$ cat src/rtl/vram_pkg.sv
// Shared VRAM definitions: SDRAM command opcodes and the default address width,
// common to the arbiter and the SDRAM engine.
package vram_pkg;

  localparam int VRAM_ADDR_W = 24;

  typedef enum logic [1:0] {
    OP_NONE    = 2'b00,
    OP_READ    = 2'b01,
    OP_WRITE   = 2'b10,
    OP_REFRESH = 2'b11
  } mem_op_e;

  typedef enum logic [1:0] {
    IDLE,
    ISSUE,
    WAIT
  } arb_state_e;

endpackage

$ cat src/rtl/vram_refresh_timer.sv
// Auto-refresh interval timer: raises refresh_pending every REFRESH_CYCLES clocks
// and flags a sticky overrun if the previous request was never serviced.
module vram_refresh_timer #(
  parameter int REFRESH_CYCLES = 780
) (
  input  logic clk,
  input  logic reset,
  input  logic refresh_ack,
  output logic refresh_pending,
  output logic refresh_overrun
);

  localparam int CNT_W = (REFRESH_CYCLES > 1) ? $clog2(REFRESH_CYCLES) : 1;
  localparam logic [CNT_W-1:0] RELOAD = CNT_W'(REFRESH_CYCLES - 1);

  logic [CNT_W-1:0] count;
  logic             expire;

  assign expire = (count == '0);

  // NOTE: state registers use non-blocking assignments so every flop samples pre-edge values.
  always_ff @(posedge clk) begin
    if (reset) begin
      count           <= RELOAD;
      refresh_pending <= 1'b0;
      refresh_overrun <= 1'b0;
    end else begin
      count <= expire ? RELOAD : count - CNT_W'(1);
      // A fresh expiry outranks the acknowledge of the request being retired.
      if (expire) begin
        refresh_pending <= 1'b1;
        if (refresh_pending && !refresh_ack) refresh_overrun <= 1'b1;
      end else if (refresh_ack) begin
        refresh_pending <= 1'b0;
      end
    end
  end

endmodule

$ cat src/rtl/vram_arbiter.sv
// VRAM arbiter: shares one SDRAM command port between scanout reads, pixel writes
// and periodic auto-refresh, with write anti-starvation.
module vram_arbiter
  import vram_pkg::*;
#(
  parameter int REFRESH_CYCLES = 780,
  parameter int WR_STARVE      = 64,
  parameter int ADDR_W         = VRAM_ADDR_W
) (
  input  logic              clk,
  input  logic              reset,
  input  logic              rd_req,
  input  logic [ADDR_W-1:0] rd_addr,
  output logic              rd_gnt,
  output logic              rd_done,
  input  logic              wr_req,
  input  logic [ADDR_W-1:0] wr_addr,
  output logic              wr_gnt,
  output logic              wr_done,
  output logic              mem_cmd_valid,
  input  logic              mem_cmd_ready,
  output logic [1:0]        mem_cmd_op,
  output logic [ADDR_W-1:0] mem_cmd_addr,
  input  logic              mem_done,
  output logic              busy,
  output logic              refresh_overrun
);

  localparam int WAIT_W = $clog2(WR_STARVE + 1);

  arb_state_e        state;
  mem_op_e           op;
  logic [ADDR_W-1:0] addr;
  logic              valid;
  logic [WAIT_W-1:0] wr_wait;
  logic              wr_starved;
  logic              refresh_pending;
  logic              refresh_ack;
  logic              handshake;
  logic              done_fire;
  mem_op_e           pick_op;
  logic [ADDR_W-1:0] pick_addr;

  vram_refresh_timer #(
    .REFRESH_CYCLES(REFRESH_CYCLES)
  ) u_refresh_timer (
    .clk             (clk),
    .reset           (reset),
    .refresh_ack     (refresh_ack),
    .refresh_pending (refresh_pending),
    .refresh_overrun (refresh_overrun)
  );

  // Pulses are gated by reset so an abandoned transaction never reports a grant or completion.
  assign handshake   = !reset && valid && mem_cmd_ready;
  assign done_fire   = !reset && (state == WAIT) && mem_done;
  assign refresh_ack = handshake && (op == OP_REFRESH);
  assign rd_gnt      = handshake && (op == OP_READ);
  assign wr_gnt      = handshake && (op == OP_WRITE);
  assign rd_done     = done_fire && (op == OP_READ);
  assign wr_done     = done_fire && (op == OP_WRITE);
  assign wr_starved  = (wr_wait >= WAIT_W'(WR_STARVE));

  assign mem_cmd_valid = valid;
  assign mem_cmd_op    = op;
  assign mem_cmd_addr  = addr;
  assign busy          = (state != IDLE);

  // NOTE: every output of this block gets a default first, so no latch is inferred.
  always_comb begin
    pick_op   = OP_NONE;
    pick_addr = '0;
    if (refresh_pending) begin
      pick_op = OP_REFRESH;
    end else if (wr_req && wr_starved) begin
      pick_op   = OP_WRITE;
      pick_addr = wr_addr;
    end else if (rd_req) begin
      pick_op   = OP_READ;
      pick_addr = rd_addr;
    end else if (wr_req) begin
      pick_op   = OP_WRITE;
      pick_addr = wr_addr;
    end
  end

  always_ff @(posedge clk) begin
    if (reset) begin
      state <= IDLE;
      op    <= OP_NONE;
      addr  <= '0;
      valid <= 1'b0;
    end else begin
      case (state)
        IDLE: if (pick_op != OP_NONE) begin
          state <= ISSUE;
          op    <= pick_op;
          addr  <= pick_addr;
          valid <= 1'b1;
        end
        ISSUE: if (mem_cmd_ready) begin
          state <= WAIT;
          valid <= 1'b0;
        end
        WAIT: if (mem_done) begin
          state <= IDLE;
          op    <= OP_NONE;
        end
        default: state <= IDLE;
      endcase
    end
  end

  // Write age: counts while a write is refused, saturating at the starvation threshold.
  always_ff @(posedge clk) begin
    if (reset || wr_gnt)            wr_wait <= '0;
    else if (wr_req && !wr_starved) wr_wait <= wr_wait + WAIT_W'(1);
  end

endmodule

$ cat config.mk
export PLATFORM = sky130hd
export DESIGN_NAME = vram_arbiter
export DESIGN_NICKNAME = d
export VERILOG_FILES = /design/src/rtl/vram_pkg.sv /design/src/rtl/vram_refresh_timer.sv /design/src/rtl/vram_arbiter.sv
export SDC_FILE = /design/constraint.sdc
export NUM_CORES = 1
export LEC_CHECK = 0
export BUFFER_PORTS_ARGS = -buffer_cell sky130_fd_sc_hd__buf_2
export CAP_MARGIN = 20
export CORE_MARGIN = 5
export CORE_UTILIZATION = 40
export CTS_CLUSTER_DIAMETER = 150
export DETAILED_ROUTE_END_ITERATION = 8
export PLACE_DENSITY = 0.69
export SYNTH_ARGS = -nofsm -noshare
export SYNTH_HDL_FRONTEND = slang
export SYNTH_SLANG_ARGS = --single-unit
$ cat constraint.sdc
create_clock -name clk -period 1.2 [get_ports clk]
set_input_delay 0.06 -clock clk [delete_from_list [all_inputs] [get_ports clk]]
set_output_delay 0.06 -clock clk [all_outputs]
set_load 0.005 [all_outputs]
=== Yosys cells after proc, flatten, opt, wreduce, memory -nomap -nowiden ===
Index checks and enable logic that the tools add are counted.
W data, S select, Z words.

* $lt $le $gt $ge: 1
* Reduce and logical (&&, ||, !) cells: 29
* Equal/unequal tests: 8
* Add/subtract/negate cells: 2
* Multiplexer cells: 19

{| class="wikitable"
|+ Operator list
! operator !! count
|-
| $mux W24 || 4
|-
| $mux W2 || 8
|-
| $logic_and A1 B1 Y1 || 12
|-
| $logic_not A10 Y1 || 1
|-
| $reduce_bool A2 Y1 || 5
|-
| $sub A10 B1 Y10 const B || 1
|-
| $reduce_and A3 Y1 || 3
|-
| $add A7 B1 Y7 const B || 1
|-
| $ge A7 B7 Y1 const B || 1
|-
| $eq A2 B2 Y1 const B || 3
|-
| $ne A2 B2 Y1 const B || 3
|-
| $pmux W2 S3 || 1
|-
| $eq A2 B1 Y1 const B || 2
|-
| $mux W1 || 4
|-
| $pmux W2 S2 || 1
|-
| $reduce_and A2 Y1 || 2
|-
| $logic_not A1 Y1 || 3
|-
| $logic_not A2 Y1 || 1
|-
| $pmux W1 S2 || 1
|-
| $reduce_or A2 Y1 || 1
|-
| $logic_or A1 B1 Y1 || 1
|}

* Word-level logic and storage cells: 67
* Register bits after elaboration: 48
* Output and inout bits: 33
* Input port bits: 54

=== Longest topological paths before layout ===
Gate-level depths: netlist (run 1).

* Depth in word-level cells: 7
* Depth in mapped cells: 5
* Gate-level depth less buffers: 5

=== By module ===
From an unflattened synthesis (run 1), not the netlist that was laid out.

* Cells, all modules: 270
* Area, all modules: 2331.0 sq um

{| class="wikitable"
|+ By module, submodules not included
! module !! cells an instance !! seq. area each (sq um) !! instances !! area an instance (sq um)
|-
| vram_arbiter || 209 || 720.7 || 1 || 1776.7
|-
| vram_refresh_timer || 61 || 240.2 || 1 || 554.3
|}

=== Worst setup path before layout (run 1) ===
Ideal clock, no wire load.

* Kind: reg2reg
* From: register u_refresh_timer.refresh_pending
* To: register addr[10] (netlist: mem_cmd_addr[10])
* Path buffers: 1
* Period minus slack after synthesis: 1.271 ns
* Data arrival time: 1.200 ns
* Slack: -0.071 ns
* Library setup time: 0.071 ns
* Data required time: 1.129 ns
* Cell stages (with the launch flop): 5
* Cell sequence: dfxtp_1 > or3_4 > a21oi_4 > buf_6 > o2bb2ai_1

* Cells in the longest elaborated chain, start to end: 3
* Elaborated cells between the ends (all ways): 4
* Those cells by class: mux: 2; reduce/logical: 2

{| class="wikitable"
|+ RTL lines
! what !! line !! source
|-
| start, declared || vram_refresh_timer.sv:9 || <nowiki>output logic refresh_pending,</nowiki>
|-
| start signal, assigned || vram_refresh_timer.sv:25 || <nowiki>refresh_pending <= 1'b0;</nowiki>
|-
| start signal, assigned || vram_refresh_timer.sv:31 || <nowiki>refresh_pending <= 1'b1;</nowiki>
|-
| start signal, assigned || vram_refresh_timer.sv:34 || <nowiki>refresh_pending <= 1'b0;</nowiki>
|-
| $mux W2 || vram_arbiter.sv:73 || <nowiki>if (refresh_pending) begin</nowiki>
|-
| $reduce_bool A2 Y1 || vram_arbiter.sv:95 || <nowiki>IDLE: if (pick_op != OP_NONE) begin</nowiki>
|-
| $reduce_and A2 Y1 (no source line) || n/a ||
|-
| end signal, assigned || vram_arbiter.sv:98 || <nowiki>addr <= pick_addr;</nowiki>
|-
| end, declared || vram_arbiter.sv:33 || <nowiki>logic [ADDR_W-1:0] addr;</nowiki>
|}

Several ways; a longest one is shown, not always the timed one.
A chain may end at the register's enable or synchronous reset.

=== Worst setup path after layout (run 1) ===
* From: register state[0]
* To: output rd_done

* Cells in the longest elaborated chain, start to end: 4

{| class="wikitable"
|+ RTL lines
! what !! line !! source
|-
| start, declared || vram_arbiter.sv:31 || <nowiki>arb_state_e state;</nowiki>
|-
| start signal, assigned || vram_arbiter.sv:89 || <nowiki>state <= IDLE;</nowiki>
|-
| start signal, assigned || vram_arbiter.sv:96 || <nowiki>state <= ISSUE;</nowiki>
|-
| start signal, assigned || vram_arbiter.sv:102 || <nowiki>state <= WAIT;</nowiki>
|-
| $eq A2 B2 Y1 || vram_arbiter.sv:56 || <nowiki>assign done_fire = !reset && (state == WAIT) && mem_done;</nowiki>
|-
| $logic_and A1 B1 Y1 (2 in a row) || vram_arbiter.sv:56 ||
|-
| $logic_and A1 B1 Y1 || vram_arbiter.sv:60 || <nowiki>assign rd_done = done_fire && (op == OP_READ);</nowiki>
|-
| end, declared || vram_arbiter.sv:15 || <nowiki>output logic rd_done,</nowiki>
|}

No other way between the ends.

==> metrics, run 1 <==
Final Skew=roughly 0.0066 ns; Ys Warns=0; CTS tree=yes; max layer used=met4; Hold Crit Class=in -> reg; post-synth top area share=0.448; final-report max-slew violation count=0; die area=approximately 0.0069 mm²; Final Hold Viols=0; CTS Buffer Depth=2; Synth top cells by count=48 x dfxtp_1, 25 x a32oi_1, 25 x o2bb2ai_1; boundary pin count=87; layout cell share with drive strength beyond 1=0.516; routed wire length=slightly above 6 mm; failing checks=negative setup slack; Slew HR=0.762; H-Tree Depth=2; worst hold slack=between 0.03 and 0.04 ns; crit path cell chain=buf_6 > nor2_4 > nand3_2 > nor2_2 > buf_2; crit path DAT=roughly 1.2 ns; kind of critical path=reg -> out; syn avg cell area=about 9.6 µm²; VDD IR max=roughly 0.76 mV; ys flop type=dfxtp_1; row count=26; hold-fix buffers at CTS=0; count of non-filler cells in the finished layout=407; P_leak=about 1.3 nW; Yosys top cell by area=dfxtp_1; Num CTS Buffers=5; Worst Setup End Kind=output pin; Max Cap Viol=0; Area after DPL=0.00287 mm²; RSZ-0062 raised after global routing=yes; slowest CP cell=dfxtp_4; DR DRC count=0; global-route wire length before repair=approximately 10 mm; routed vias=about 2.2k; Tmin final=roughly 1.3 ns; net count after synthesis=280; ant diodes=0; final-report setup violation count=29; effective utilization at floorplan=0.415; Core Region=between 0.005 and 0.006 mm²; DR vias/cell=~5.4; initial antenna violation count=0; largest net degree at the start of global routing=25; Crit path largest cell delay=between 0.3 and 0.4 ns; Post-Syn Instances=223; Global Route Usage Sum=0.172; Final GP Congestion=between 0.7 and 0.8; status=finished, violations left; DRT iter0 DRCs=70; Clock Latency Late Sink=approximately 0.3 ns; placed insts=just under 400; Startpoint Class=flop; number of synthesized flops with an enable pin=0; post-route cell area=0.00320 mm²; top cells by area, synth=dfxtp_1 45%, a32oi_1 10%, o2bb2ai_1 10%; top-count cell post-synth=dfxtp_1; Slew @ Worst Pin=between 0.3 and 0.4 ns; Detail Route Antenna Nets=0; Clk pin slew, worst setup/hold paths=about 0.080 ns; Post-Syn Area=between 0.002 and 0.0025 mm²; Pwr per Cell Area=between 1000 and 1500 mW/mm²; routed length on met1=roughly 2.6 mm; synth unique cells=40; met3 wire length=approximately 380 µm; port bufs=86; Die H=83.3 µm; critical path peak fanout=5; Worst Path Buf+Inv=2; delay-heaviest family, CP=flip-flops; number of global-route vias before repair=about 2.1k; sequential area share after synthesis=0.448; WP data required=1.14 ns; Layout Area Growth over Synthesis=49.1%; NumNets Final=about 400; DP Wirelength=roughly 4.5 mm; grt total ovfl=0; Detailed Routing Iterations Pass 1=4; Total Power=3.43 mW; clock root cell=clkbuf_8; Final WS setup=-0.0819 ns; number of synthesized register bits=48; chip width=83.3 µm; Achievable Freq=between 700 and 800 MHz; clk sink count=48; Met2 Wirelength=around 3.1 mm; pre-CTS setup slack=-0.0961 ns; Routed WL per cell=around 15 µm; Final period util=1.07; ys async rst share=0
## cells by family (layout without fill, tap and decap cells)
logic type,Yosys count,in the layout,synth area share
buffers and inverters,20,134,0.0455
DFF,48,48,0.448
adders and majority gates,3,3,0.0175
AOI/OAI and AO/OA,84,84,0.309
xor gates and xnor gates,5,5,0.0204
and+or+nand+nor,62,62,0.155
muxes,1,1,0.00466
## per-stage QoR
step	util	setup TNS, ns
2_1_floorplan	-	0
3_3_place_gp	0.555	-0.420
3_5_place_dp	0.555	-1.22
4_1_cts	0.586	-0.953
5_1_grt	0.619	-2.56
6_report	0.619	-0.972
## where the power goes
group	internal [mW]	leakage (nW)	switching, mW
combinational	0.363	0.879	0.339
sequential	1.69	0.396	0.0713
clock	0.460	0.0510	0.506
total	2.52	1.33	0.916
## cell type report
class	count	area (µm²)
fill	445	1970
multi-input combinational	155	1250
sequential	48	982
timing repair buffer	120	764
tap	70	87.6
clock buffer	6	82.6
inverter	6	25.0
clock inverter	2	10.0
## timing repair
action,CTS,global route
setup buffers,2,3
pin swaps,4,14
setup endpoints to repair,36,45
gates resized for setup,16,38
## state kept, by name (all words and copies together) (netlist names)
name / cells
mem_cmd_addr: 24
mem_cmd_op: 2
mem_cmd_valid: 1
state: 2
u_refresh_timer.count: 10
u_refresh_timer.refresh_overrun: 1
u_refresh_timer.refresh_pending: 1
wr_wait: 7
## worst register-to-register path, stage by stage (launching register included)
cell and delay, ns:
dfxtp_4 0.37, or3_4 0.38, or3_1 0.31, a21oi_1 0.14
## path summary, 6_finish.rpt
| check | start | endpoint | slack, ns | depth (start not counted) |
|---|---|---|---|---|
| worst max-delay path | state[0] | rd_done | -0.08 | 5 |
| worst min-delay path | rd_addr[19] | mem_cmd_addr[19] | 0.03 | 3 |
| worst max register to register | u_refresh_timer.count[2] | u_refresh_timer.count[5] | -0.07 | 3 |
| worst min register to register | u_refresh_timer.count[0] | u_refresh_timer.count[0] | 0.45 | 1 |
## placed cells by master (no fill, tap or decap), types with 3 or more instances in the layout
cell / netlist / final
buf_12: 0 / 4
nand2_1: 9 / 9
dfxtp_2: 0 / 11
a32oi_1: 25 / 25
o31ai_1: 3 / 3
o2bb2ai_1: 25 / 25
a21oi_1: 11 / 10
nor2_1: 18 / 13
nand3b_1: 4 / 4
xnor2_1: 5 / 5
dfxtp_1: 48 / 35
o21ai_0: 7 / 7
buf_6: 2 / 7
inv_1: 6 / 3
nand2b_1: 5 / 4
buf_2: 6 / 85
buf_4: 0 / 24
clkbuf_8: 0 / 6
nor2_2: 0 / 3
or3_1: 7 / 6
## layer usage
layer	vias to the layer above	track usage
li1	1098	-
met4	0	0.0565
met2	54	0.288
met1	1047	0.205
met5	-	0
met3	11	0.0614
(Power assumes the default switching activity.)
==> run 2: changes to the inputs <==
--- a/config.mk
+++ b/config.mk
@@ -5,13 +5,14 @@
 export SDC_FILE = /design/constraint.sdc
 export NUM_CORES = 1
 export LEC_CHECK = 0
-export BUFFER_PORTS_ARGS = -buffer_cell sky130_fd_sc_hd__buf_2
 export CAP_MARGIN = 20
 export CORE_MARGIN = 5
 export CORE_UTILIZATION = 40
 export CTS_CLUSTER_DIAMETER = 150
 export DETAILED_ROUTE_END_ITERATION = 8
-export PLACE_DENSITY = 0.69
+export DONT_BUFFER_PORTS = 1
+export MAX_ROUTING_LAYER = met4
+export PLACE_DENSITY = 0.54
 export SYNTH_ARGS = -nofsm -noshare
 export SYNTH_HDL_FRONTEND = slang
 export SYNTH_SLANG_ARGS = --single-unit
==> metrics, run 2 (synthesis gave the netlist of run 1 again) <==
Global Route Usage Sum=0.199 (was 0.172); crit path from=u_refresh_timer.count[4] (was state[0]); Max Cap Viol=0 (unchanged); layout cell share with drive strength beyond 1=0.238 (was 0.516); Area after DPL=0.00239 mm² (was 0.00287 mm²); Final GP Congestion=0.804 (was 0.799); clk sink count=48 (unchanged); Final period util=1.06 (was 1.07); global-route wire length before repair=11.0 mm (was 9.98 mm); routed vias=2098 (was 2210); Largest register FFs=24 (unchanged); post-route cell area=0.00303 mm² (was 0.00320 mm²); Detailed Routing Iterations Pass 1=4 (unchanged); RSZ-0062 raised after global routing=yes (unchanged); H-Tree Depth=2 (unchanged); critical path peak fanout=5 (unchanged); row count=26 (unchanged); Hold EP=mem_cmd_addr[12] (was mem_cmd_addr[19]); CTS tree=yes (unchanged); fill count=451 (was 445); final-report setup violation count=28 (was 29); Achievable Freq=789 MHz (was 780 MHz); kind of critical path=reg -> reg (was reg -> out); DR vias/cell=5.98 (was 5.43); count of non-filler cells in the finished layout=351 (was 407); DRT iter0 DRCs=180 (was 70); Hold Crit Class=in -> reg (unchanged); worst hold stages=2 (was 3); clock root cell=clkbuf_8 (unchanged); DR DRC count=0 (unchanged); Die H=83.3 µm (unchanged); worst reg2reg path endpoint=u_refresh_timer.count[6] (was u_refresh_timer.count[5]); min-delay src=wr_addr[12] (was rd_addr[19]); Num CTS Buffers=5 (unchanged); crit path cell chain=or3_1 > or3_1 > a21oi_2 (was buf_6 > nor2_4 > nand3_2 > nor2_2 > buf_2); WP data required=1.44 ns (was 1.14 ns); Final Skew=0.00356 ns (was 0.00659 ns); failing checks=negative setup slack (unchanged); worst reg2reg path depth=3 (unchanged); Layout Area Growth over Synthesis=41.0% (was 49.1%); Worst Setup End Kind=flop (was output pin); R2R Path Start=u_refresh_timer.count[4] (was u_refresh_timer.count[2]); Final WS setup=-0.0672 ns (was -0.0819 ns); switching share of total power=0.262 (was 0.267); die area=0.00693 mm² (unchanged); Slew HR=0.560 (was 0.762); most frequent cells in the layout=38 x dlygate4sd3_1, 37 x dfxtp_1, 25 x a32oi_1, 25 x o2bb2ai_1, 19 x buf_4 (was 85 x buf_2, 35 x dfxtp_1, 25 x a32oi_1, 25 x o2bb2ai_1, 24 x buf_4); Tmin final=1.27 ns (was 1.28 ns); Sw Pwr=0.930 mW (was 0.916 mW); most frequent cell on the critical path=or3_1; Slew @ Worst Pin=0.660 ns (was 0.353 ns); sequential power share=0.503 (was 0.514); Pwr per Cell Area=1170 mW/mm² (was 1070 mW/mm²); delay-heaviest family, CP=simple AND/OR/NAND/NOR gates (was flip-flops); Crit path largest cell delay=0.38 ns (was 0.37 ns); commonest non-fill, non-tap cell in the layout=dlygate4sd3_1 (was buf_2); VDD IR max=0.680 mV (was 0.758 mV); chip width=83.3 µm (unchanged); total negative slack=-0.700 ns (was -0.972 ns); Detail Route Antenna Nets=0 (unchanged); largest net degree at the start of global routing=25 (unchanged); status=finished, violations left (unchanged); internal power=2.63 mW (was 2.52 mW); number of global-route vias before repair=2186 (was 2121); effective utilization at floorplan=0.415 (unchanged); CTS Buffer Depth=2 (unchanged); reg2reg setup slack=-0.07 ns (about the same); NumNets Final=337 (was 393); P_leak=1.07 nW (was 1.33 nW); Clk pwr share=0.337 (was 0.281); ant diodes=0 (unchanged); Final Hold Viols=0 (unchanged); Core Region=0.00517 mm² (unchanged); slowest CP cell=or3_1 (was dfxtp_4); crit path DAT=1.51 ns (was 1.22 ns); grt total ovfl=0 (unchanged); Startpoint Class=flop (unchanged); pre-CTS setup slack=-0.0871 ns (was -0.0961 ns); Routed WL per cell=19.3 µm (was 15.1 µm); Worst Path Buf+Inv=0 (was 2); port bufs=0 (was 86); DP Wirelength=4.22 mm (was 4.46 mm); final-report max-slew violation count=0 (unchanged); boundary pin count=87 (unchanged); Clock Latency Late Sink=0.30 ns (about the same); Clk pin slew, worst setup/hold paths=0.09 ns (was 0.08 ns); initial antenna violation count=0 (unchanged); Comb pwr share=0.160 (was 0.205); routed wire length=6.78 mm (was 6.14 mm); placed insts=301 (was 394)
## run 2: cell types whose count changed in the layout (fill, tap and decap cells not counted), moves of 5 or more
cell,change
dlygate4sd3_1,+38
buf_2,-85
buf_4,-5
buf_6,-6
## run 2: per-layer routing
metal	GRT usage	up-vias	share of wire
li1	-	979	-
met1	0.209	1033	0.38
met2	0.367	69	0.55
met3	0.0495	17	0.053
met4	0.0535	0	0.023
met5	-	-	0
## run 2: layout make-up
cell class / instances / area [µm²] / area share
timing repair buffer: 64 / 639 / 0.211
sequential: 48 / 977 / 0.323
inverter: 6 / 22.5 / 0.00744
multi-input combinational: 155 / 1180 / 0.391
clock inverter: 3 / 47.5 / 0.0157
clock buffer: 5 / 68.8 / 0.0227
tap: 70 / 87.6 / 0.0289
## run 2: worst reg2reg max path, stage by stage (launching register included)
cell and delay (ns):
dfxtp_2 0.35, or3_1 0.38, or3_1 0.37, a21oi_2 0.11
## run 2: metrics by stage
step,util,power [mW],hold slack [ns]
floorplan,-,2.08,0.219
global placement,0.462,2.19,0.133
detailed placement,0.462,2.22,0.135
CTS,0.570,3.54,0.000337
global route,0.585,3.71,0.0167
finish,0.585,3.55,0.0143
## run 2: how the worst max path moves through the flow
stage / to / slack [ns] / cells past startpoint
floorplan: u_refresh_timer.count[6] / 0.002 / 3
CTS: u_refresh_timer.count[6] / -0.09 / 3
detailed placement: u_refresh_timer.count[6] / -0.09 / 3
finish: u_refresh_timer.count[6] / -0.07 / 3
global placement: u_refresh_timer.count[0] / -0.04 / 5
global route: u_refresh_timer.count[6] / -0.1 / 3
## run 2: repair_timing
action / 4_1_cts / 5_1_grt
pin swaps: 4 / 9
resized for setup: 14 / 19
endpoints found under the hold margin: 37 / 0
hold buffers: 40 / 0
endpoints found under the setup margin: 34 / 44
buffers inserted: 1 / 1
## run 2: power groups by stage
stage | combinational, mW | sequential (mW) | clock [mW]
final | 0.570 | 1.79 | 1.20
after global routing | 0.624 | 1.80 | 1.28
after CTS | 0.532 | 1.78 | 1.22
after detailed placement | 0.403 | 1.81 | 0
after global placement | 0.382 | 1.81 | 0
after floorplan | 0.290 | 1.79 | 0
==> run 3: changes to the inputs <==
--- a/config.mk
+++ b/config.mk
@@ -7,12 +7,12 @@
 export LEC_CHECK = 0
 export CAP_MARGIN = 20
 export CORE_MARGIN = 5
-export CORE_UTILIZATION = 40
+export CORE_UTILIZATION = 56
 export CTS_CLUSTER_DIAMETER = 150
 export DETAILED_ROUTE_END_ITERATION = 8
 export DONT_BUFFER_PORTS = 1
 export MAX_ROUTING_LAYER = met4
-export PLACE_DENSITY = 0.54
+export PLACE_DENSITY = 0.72
 export SYNTH_ARGS = -nofsm -noshare
 export SYNTH_HDL_FRONTEND = slang
 export SYNTH_SLANG_ARGS = --single-unit
==> metrics, run 3 (synthesis gave the netlist of run 1 again) <==
CTS tree=yes (unchanged); global-route wire length before repair=9.91 mm (was 11.0 mm); crit path DAT=1.54 ns (was 1.51 ns); worst hold slack=-0.0149 ns (was 0.0143 ns); CTS Buffer Depth=2 (unchanged); layout cell share with drive strength beyond 1=0.269 (was 0.238); DRT iter0 DRCs=264 (was 180); die area=0.00517 mm² (was 0.00693 mm²); H-Tree Depth=2 (unchanged); Startpoint Class=flop (unchanged); RSZ-0062 raised after global routing=yes (unchanged); Worst Setup End Kind=flop (unchanged); final-report max-slew violation count=0 (unchanged); DP Wirelength=3.90 mm (was 4.22 mm); critical path peak fanout=5 (unchanged); Final period util=1.09 (was 1.06); Detail Route Antenna Nets=0 (unchanged); footprint of the multi-input gates=0.00123 mm² (was 0.00118 mm²); failing checks=negative hold slack, negative setup slack (was negative setup slack); chip width=71.9 µm (was 83.3 µm); initial antenna violation count=0 (unchanged); Slew HR=0.682 (was 0.560); routed vias=2124 (was 2098); VDD IR max=0.963 mV (was 0.680 mV); clock root cell=clkbuf_8 (unchanged); Layout Area Growth over Synthesis=39.5% (was 41.0%); Final Hold Viols=10 (was 0); post-route cell area=0.00300 mm² (was 0.00303 mm²); NumNets Final=331 (was 337); clk sink count=48 (unchanged); WP data required=1.43 ns (was 1.44 ns); Hold Crit Class=in -> reg (unchanged); status=finished, violations left (unchanged); Clock Latency Late Sink=0.31 ns (was 0.30 ns); kind of critical path=reg -> reg (unchanged); Slew @ Worst Pin=0.477 ns (was 0.660 ns); final-report setup violation count=27 (was 28); Routed WL per cell=21.8 µm (was 19.3 µm); pre-CTS setup slack=-0.0867 ns (was -0.0871 ns); largest net degree at the start of global routing=34 (was 25); DR DRC count=0 (unchanged); grt total ovfl=0 (unchanged); most frequent cells in the layout=37 x dfxtp_1, 35 x dlygate4sd3_1, 25 x a32oi_1, 22 x o2bb2ai_1, 17 x buf_4 (was 38 x dlygate4sd3_1, 37 x dfxtp_1, 25 x a32oi_1, 25 x o2bb2ai_1, 19 x buf_4); fill count=205 (was 451); worst reg2reg path depth=3 (unchanged); Core Region=0.00369 mm² (was 0.00517 mm²); number of global-route vias before repair=2080 (was 2186); routed wire length=7.05 mm (was 6.78 mm); Max Cap Viol=0 (unchanged); worst hold stages=2 (unchanged); Final WS setup=-0.110 ns (was -0.0672 ns); DR vias/cell=6.58 (was 5.98); Num CTS Buffers=5 (unchanged); boundary pin count=87 (unchanged); Pwr per Cell Area=1200 mW/mm² (was 1170 mW/mm²); Detailed Routing Iterations Pass 1=4 (unchanged); Final GP Congestion=0.876 (was 0.804); Tmin final=1.31 ns (was 1.27 ns); Die H=71.9 µm (was 83.3 µm); ant diodes=0 (unchanged); Final Skew=0.00679 ns (was 0.00356 ns); Clk pin slew, worst setup/hold paths=0.10 ns (was 0.09 ns); Area after DPL=0.00235 mm² (was 0.00239 mm²); Achievable Freq=763 MHz (was 789 MHz); port bufs=0 (unchanged); effective utilization at floorplan=0.582 (was 0.415); P_leak=1.05 nW (was 1.07 nW); Global Route Usage Sum=0.247 (was 0.199); Largest register FFs=24 (unchanged); FF+latch area=980 µm² (was 977 µm²); commonest non-fill, non-tap cell in the layout=dfxtp_1 (was dlygate4sd3_1); row count=22 (was 26)
run 3: cell types whose count changed in the layout (fill, tap and decap cells not counted), moves of 3 or more:
cell and change:
o2bb2ai_1 -3, dlygate4sd3_1 -3, o2bb2ai_2 +3, or3_1 -3, nor2_2 +3, or3_4 +3
run 3: power breakdown:
part / internal, mW / total [mW] / switching, mW
combinational: 0.287 / 0.559 / 0.272
sequential: 1.69 / 1.79 / 0.0954
clock: 0.682 / 1.26 / 0.576
run 3: cell type report:
| cell class | count | area share |
|---|---|---|
| clock buffer | 6 | 0.0276 |
| clock inverter | 2 | 0.0129 |
| inverter | 6 | 0.00752 |
| multi-input combinational | 155 | 0.411 |
| sequential | 48 | 0.327 |
| tap | 48 | 0.0201 |
| timing repair buffer | 58 | 0.194 |
run 3: what timing repair did:
action | 4_1_cts | 5_1_grt
gates resized for setup | 21 | 20
hold endpoints to repair | 39 | 7
setup buffers | 1 | 1
setup endpoints to repair | 26 | 45
hold buffers | 27 | 9
pin swaps | 5 | 8
run 3: path summary, 6_finish.rpt:
check,startpoint,end,slack [ns]
hold reg to reg,u_refresh_timer.count[0],u_refresh_timer.count[0],0.43
setup / recovery,u_refresh_timer.count[4],u_refresh_timer.count[6],-0.11
hold / removal,wr_addr[6],mem_cmd_addr[6],-0.01
setup reg to reg,u_refresh_timer.count[4],u_refresh_timer.count[6],-0.11
run 3: per-layer routing:
| layer | wire length, µm | global-route usage | vias to the layer above |
|---|---|---|---|
| li1 | - | - | 967 |
| met1 | 2610 | 0.250 | 1044 |
| met2 | 3850 | 0.453 | 92 |
| met3 | 421 | 0.0582 | 21 |
| met4 | 173 | 0.102 | 0 |
| met5 | 0 | - | - |
run 3: worst max-delay path: stages (launching register included):
cell and delay, ns:
dfxtp_4 0.37, or3_4 0.38, or3_1 0.34, a21oi_1 0.14
run 3: metrics by stage:
stage           util  hold WS [ns]  TNS (ns)  power (mW)  cells
2_1_floorplan      -         0.219         0        2.08    223
3_3_place_gp   0.636         0.132    -0.163        2.18    277
4_1_cts        0.762       -0.0340    -0.490        3.51    313
6_report       0.812       -0.0149    -0.971        3.60    323
3_5_place_dp   0.636         0.133    -0.493        2.20    277
5_1_grt        0.812       0.00340     -2.27        3.72    323
